==> config.mk <==
export PLATFORM = sky130hd
export DESIGN_NAME = mmio_initiator
export DESIGN_NICKNAME = d
export VERILOG_FILES = /design/src/rtl/mmio_initiator.sv
export SDC_FILE = /design/constraint.sdc
export NUM_CORES = 1
export LEC_CHECK = 0
export CORE_MARGIN = 1.5
export CORE_UTILIZATION = 66
export CTS_CLUSTER_SIZE = 25
export DETAILED_ROUTE_END_ITERATION = 10
export DONT_BUFFER_PORTS = 1
export PLACE_DENSITY = 0.82
export REMOVE_ABC_BUFFERS = 1
export SLEW_MARGIN = 20
export SYNTH_ARGS = -nofsm -noshare
export SYNTH_HDL_FRONTEND = slang
export SYNTH_SLANG_ARGS = --single-unit
==> constraint.sdc <==
create_clock -name clk -period 3.09 [get_ports clk]
set_clock_uncertainty 0.1 [all_clocks]
set_input_delay 0.927 -clock clk [delete_from_list [all_inputs] [get_ports clk]]
set_output_delay 0.927 -clock clk [all_outputs]
set_load 0.01 [all_outputs]
==> src/rtl/mmio_initiator.sv <==
// mmio_initiator: turns single core load/store requests into timed accesses
// on the 16-bit peripheral bus, one transaction in flight at a time.
// Each access lasts WAIT_CYCLES+1 bus cycles; the write strobe is asserted only
// in the final cycle, and read data is sampled at the edge that closes it.
module mmio_initiator #(
    parameter int WAIT_CYCLES = 1
) (
    input  logic        clk,
    input  logic        rst_n,
    input  logic        req_valid,
    output logic        req_ready,
    input  logic        req_we,
    input  logic [15:0] req_addr,
    input  logic [15:0] req_wdata,
    output logic        rsp_valid,
    input  logic        rsp_ready,
    output logic [15:0] rsp_rdata,
    output logic        rsp_we,
    output logic [15:0] bus_addr,
    output logic [15:0] bus_wdata,
    output logic        bus_we,
    input  logic [15:0] bus_rdata,
    output logic        busy
);

    typedef enum logic [1:0] {
        IDLE   = 2'd0,
        ACCESS = 2'd1,
        RESP   = 2'd2
    } state_t;

    localparam logic [3:0] WAIT_INIT = 4'(WAIT_CYCLES);

    state_t      state;
    state_t      state_nxt;
    logic [3:0]  cnt;
    logic        we_lat;
    logic        accept;
    logic        final_cyc;

    // Handshake and status decode straight from the state register, so no
    // request-side input can reach an output combinationally.
    assign req_ready = (state == IDLE);
    assign busy      = (state != IDLE);
    assign accept    = req_ready && req_valid;
    assign final_cyc = (state == ACCESS) && (cnt == 4'd0);

    // State register.
    always_ff @(posedge clk or negedge rst_n) begin
        if (!rst_n) begin
            state <= IDLE;
        end else begin
            state <= state_nxt;
        end
    end

    // Next-state decode: IDLE -> ACCESS on accept, ACCESS -> RESP when the
    // counter has run out, RESP -> IDLE once the core takes the response.
    always_comb begin
        state_nxt = state;
        case (state)
            IDLE: begin
                if (req_valid) begin
                    state_nxt = ACCESS;
                end
            end
            ACCESS: begin
                if (cnt == 4'd0) begin
                    state_nxt = RESP;
                end
            end
            RESP: begin
                if (rsp_ready) begin
                    state_nxt = IDLE;
                end
            end
            default: begin
                state_nxt = IDLE;
            end
        endcase
    end

    // Latch the request and count down the wait states; the counter stops at
    // zero because the FSM leaves ACCESS in that cycle.
    always_ff @(posedge clk or negedge rst_n) begin
        if (!rst_n) begin
            bus_addr  <= 16'h0000;
            bus_wdata <= 16'h0000;
            we_lat    <= 1'b0;
            cnt       <= 4'd0;
        end else if (accept) begin
            bus_addr  <= req_addr;
            bus_wdata <= req_wdata;
            we_lat    <= req_we;
            cnt       <= WAIT_INIT;
        end else if ((state == ACCESS) && (cnt != 4'd0)) begin
            cnt <= cnt - 4'd1;
        end
    end

    // Registered write strobe: raised on the edge entering the final access
    // cycle, so a store produces exactly one strobe cycle; an async reset
    // drops it immediately and aborts the access.
    always_ff @(posedge clk or negedge rst_n) begin
        if (!rst_n) begin
            bus_we <= 1'b0;
        end else if (accept) begin
            bus_we <= req_we && (WAIT_INIT == 4'd0);
        end else if ((state == ACCESS) && (cnt == 4'd1)) begin
            bus_we <= we_lat;
        end else begin
            bus_we <= 1'b0;
        end
    end

    // Response capture at the close of the final access cycle; the values are
    // then held untouched for as long as the core back-pressures.
    always_ff @(posedge clk or negedge rst_n) begin
        if (!rst_n) begin
            rsp_valid <= 1'b0;
            rsp_rdata <= 16'h0000;
            rsp_we    <= 1'b0;
        end else begin
            rsp_valid <= (state_nxt == RESP);
            if (final_cyc) begin
                rsp_rdata <= we_lat ? 16'h0000 : bus_rdata;
                rsp_we    <= we_lat;
            end
        end
    end

endmodule

; ---- Word-level counts from Yosys, hierarchy flattened
; Index checks and enable logic that the tools add are counted.
[totals]
regBits = 58
elab_cells = 32
input_bits = 53
output_inout_bits = 53
[op_classes]
add_sub_neg = 1
muxes = 9
eq_ne = 4
reduce_logical = 9
[op_table]
columns = operator, n
row1 = $mux 16, 1
row2 = $mux 4, 2
row3 = $mux 2, 3
row4 = $pmux 2 s3, 1
row5 = $eq 2x2->1 const B, 2
row6 = $eq 4x1->1 const B, 1
row7 = $logic_and 1x1->1, 4
row8 = $logic_not 4->1, 1
row9 = $reduce_bool 2->1, 2
row10 = $reduce_bool 4->1, 1
row11 = $sub 4x1->4 const B, 1
row12 = $eq 2x1->1 const B, 1
row13 = $logic_not 2->1, 1
row14 = $mux 1, 2

; ---- Logic depth before layout (Yosys ltp)
[logic_depth]
depth_word = 4
mapped_depth = 7

; ---- Least setup slack after synthesis
; Ideal clock, no wire load.
[synth_timing]
kind = input port to flip-flop
start = input port req_valid
end = register bus_addr[0]
arrival_ns = 1.767
cell_stages = 4
setup_ns = 0.125
t_required_ns = 2.865
slack_ns = 1.099
cell_sequence = nor3b_1 > buf_4 > buf_4 > mux2_2
[synth_via]
elab_chain_len = 1
[synth_rtl]
columns = item, line
row1 = "start, declared", 10  ; input logic req_valid,
row2 = $logic_and 1x1->1, 45  ; assign accept = req_ready && req_valid;
row3 = "end signal, assigned", 92  ; bus_addr <= req_addr;
row4 = "end, declared", 19  ; output logic [15:0] bus_addr,
; Every way passes these cells.
; A chain may end at the register's enable or synchronous reset.

; ---- Worst setup path in the final report
[layout_timing]
start = register state[0]
end = output port req_ready
[layout_via]
elab_chain_len = 1
[layout_rtl]
columns = item, line
row1 = "start, declared", 34  ; state_t state;
row2 = "start signal, assigned", 53  ; state <= state_nxt;
row3 = $logic_not 2->1, 43  ; assign req_ready = (state == IDLE);
row4 = "end, declared", 11  ; output logic req_ready,
; Every way passes these cells.

==> flow_summary_export.csv <==
group,metric,value,unit
synthesis,synthAdderAreaFrac,1.03,%
setup_path,path_cells,"or2_2 > inv_1",
power_and_ir_drop,peakVddDrop,0.656,mV
run_status,status,"finished, final reports clean",
placement,detailed_place_hpwl,2.87,mm
die,start_util,70.6,%
placement,place_inst,204,
placement,place_area,2440,um^2
power_and_ir_drop,p_switching,1.02,mW
setup_path,cp_max_fo,7,
setup_path,path_buf_inv,1,
setup_path,worstPathRequired,2.06,ns
synthesis,yosysUniqueCellTypes,26,
detailed_routing,routed_via_density,5.94,
cts,cts.repair.resized,0,
setup_path,crit_family,"flip-flops",
setup_path,worstSetupPathType,"reg -> out",
power_and_ir_drop,combinationalPowerShare,25.9,%
timing,hold_viol,0,
power_and_ir_drop,swShare,34.2,%
detailed_routing,drtAntennaViolNets,0,
final_layout,finalNonFillerCells,220,
die,core-area,3440,um^2
synthesis,synth_compound_area_share,1.13,%
global_routing,grt_max_degree,59,
placement,place_congestion,0.721,
setup_path,critPathLaunchType,"flop",
timing,drv_slew,0,
power_and_ir_drop,power_frac_seq,53.0,%
synthesis,netlist.area_leader.share,59.8,%
setup_path,slowest_delay,0.46,ns
global_routing,grt_usage,22.7,%
power_and_ir_drop,p_leak,1.21,nW
final_layout,drive_gt1_share,41.4,%
global_routing,grt_pass1_vias,1390,
synthesis,synth.area.top_cells,"dfrtp_1, mux2_2, mux2_4",
die,die_y,63.7,um
synthesis,avgSynthCellArea,14.9,um^2
setup_path,r2r-start,"cnt[0]$_DFFE_PN0P_",
cts,cts_hold_buf,0,
timing,grt_setup_unrepaired,"false",
cts,cts_root_buf,"clkbuf_8",
detailed_routing,wirelength,4.30,mm
global_routing,grt_overflow,0,
placement,place_worst_setup_slack,0.997,ns
setup_path,ff2ff_setup_slack,1.18,ns
synthesis,synth_top_family_by_area,"multiplexers",
timing,layout_setup_ws,0.788,ns
synthesis,yosys.area.top_type,"dfrtp_1",
final_layout,antenna_cells,0,
job,max_cap_viol_count,0,
cts,postCtsSetupBuffers,0,
die,ios,106,
synthesis,syn_area,2430,um^2
synthesis,synth-seq-area-share,59.8,%
min_path,hp-class,"in -> async",
detailed_routing,drc,0,
cts,cts_made_buffers,9,
timing,fin_crit,2.30,ns
cts,clk_latency,0.32,ns
power_and_ir_drop,clock_power_share,21.2,%
synthesis,yosys.area_share.simple,8.76,%
cts,cts_tree,"done",
synthesis,synthCells,163,
detailed_routing,first_pass_iters,4,
die,die_x,63.7,um
cts,cts.clk_slew.worst_paths,0.06,ns
placement,port_buffers,0,
power_and_ir_drop,p_int,1.96,mW
timing,slew-limit-headroom,62.7,%
detailed_routing,num_vias,1307,
setup_path,reg2reg_depth,6,
power_and_ir_drop,power.density,1140,nW/um^2
die,fp-row-count,21,
detailed_routing,drt_iter0_drc,102,
die,die-area,4050,um^2
setup_path,endpoint_kind,"primary output",
timing,worstMarginPinSlew,0.559,ns
synthesis,yosys_warnings,0,
final_layout,final_cell_area,2620,um^2
synthesis,ys_seq_elements,58,
cts,htreeDepth,3,
power_and_ir_drop,p_total,2.98,mW
synthesis,synthMuxAreaShare,25.7,%
final_layout,layout.nets,224,
global_routing,grt_pass1_wl,6.76,mm
global_routing,antenna_found_initial,0,
setup_path,timing.rr.end,"rsp_we$_DFFE_PN0P_",
timing,min_period_over_period,74.5,%
final_layout,layout-area-overhead-vs-synth,7.93,%
cts,clockBufferDepth,2,
setup_path,cp_slowest_cell,"dfrtp_1",
timing,max_freq,434,MHz
cts,clock-sinks,58,
setup_path,critPathArrivalTime,1.28,ns
detailed_routing,wl_per_cell,19.5,um
timing,setup_viol,0,
synthesis,synth_xor_area_share,0,%
## flip-flops by register name, summed over array words and instances, names as in the netlist
signal and count:
rsp_valid 1, we_lat 1, rsp_we 1, state 2, bus_addr 16, rsp_rdata 16
bus_wdata 16, bus_we 1, cnt 4
## cells by family after synthesis
logic type               count (synthesis)
multiplexers                            53
AO/OA/AOI/OAI                            4
AND/OR/NAND/NOR                         34
flip-flops                              58
adder cells (fa/ha/maj)                  2
buffers and inverters                   12
## cell type report
cell class	instances	area (um^2)
Inverter	5	18.8
Fill cell	220	821
Tap cell	46	57.6
Clock inverter	1	7.51
Sequential cell	58	1450
Multi-Input combinational cell	93	895
Clock buffer	15	176
Timing Repair Buffer	2	15.0
## metrics by stage
stage	utilization, %	setup TNS [ns]	hold slack (ns)
floorplan	-	-40.59	0.399
global placement	70.8	0	0.422
detailed placement	70.8	0	0.439
CTS	76.2	0	0.184
global route	76.2	0	0.179
finish	76.2	0	0.197
## how the worst max path moves through the flow
stage,cells past startpoint,slack [ns],to,from
after CTS,2,0.78,req_ready,state[0]$_DFF_PN0_
after detailed placement,3,1.0,bus_wdata[0]$_DFFE_PN0P_,req_valid
final,2,0.79,req_ready,state[0]$_DFF_PN0_
after floorplan,2,-1.12,bus_addr[0]$_DFFE_PN0P_,req_valid
after global routing,2,0.76,req_ready,state[0]$_DFF_PN0_
after global placement,3,1.03,bus_wdata[14]$_DFFE_PN0P_,req_valid
## Yosys cell counts (all sizes together)
cell and count:
a21oi 1, nor2b 12, buf 6, o21bai 1, o21ai 1, and2b 4
nand3b 1, dfrtp 58, a22o 1, mux2 51, or4bb 1, nand2b 2
nor3b 2, ha 2, or2 2, inv 5, nor2 5, clkbuf 1
nand2 3, nand4 1, mux2i 2, nor4 1
## worst reg2reg max path, cell delays in order (launching register included)
cell	delay (ns)
dfrtp_1	0.41
inv_1	0.08
ha_1	0.24
nor3b_2	0.18
nand3b_1	0.10
buf_4	0.30
mux2_2	0.39
## layer usage
metal	global-route usage, %	vias to the layer above	share of wire [%]
met1	26.7	651	39
met2	35.7	79	49
met3	8.93	6	10
li1	-	571	-
met5	0	-	0
met4	12.2	0	1.4
## layout by cell type, fill, tap and decap left out
master and count:
ha_1 2, nor3b_2 2, nand2_1 3, o21ai_0 1
nand4_1 1, nor2b_1 12, and2b_1 4, or2_2 2
nand2b_1 2, mux2_2 43, mux2i_1 2, o21bai_1 1
nor2_1 5, clkinvlp_4 1, buf_4 2, or4bb_2 1
nand3b_1 1, mux2_4 8, dfrtp_1 58, inv_1 5
a22o_2 1, a21oi_1 1, nor4_1 1, clkbuf_8 12
clkbuf_1 3
## power groups by stage
| stage | clock network [mW] | registers, mW | logic (mW) |
|---|---|---|---|
| 5_1_grt | 0.678 | 1.62 | 0.844 |
| 6_report | 0.631 | 1.58 | 0.771 |
| 3_3_place_gp | 0 | 1.57 | 0.720 |
| 3_5_place_dp | 0 | 1.59 | 0.776 |
| 4_1_cts | 0.647 | 1.58 | 0.782 |
| 2_1_floorplan | 0 | 1.49 | 0.677 |
(Power assumes the default switching activity.)
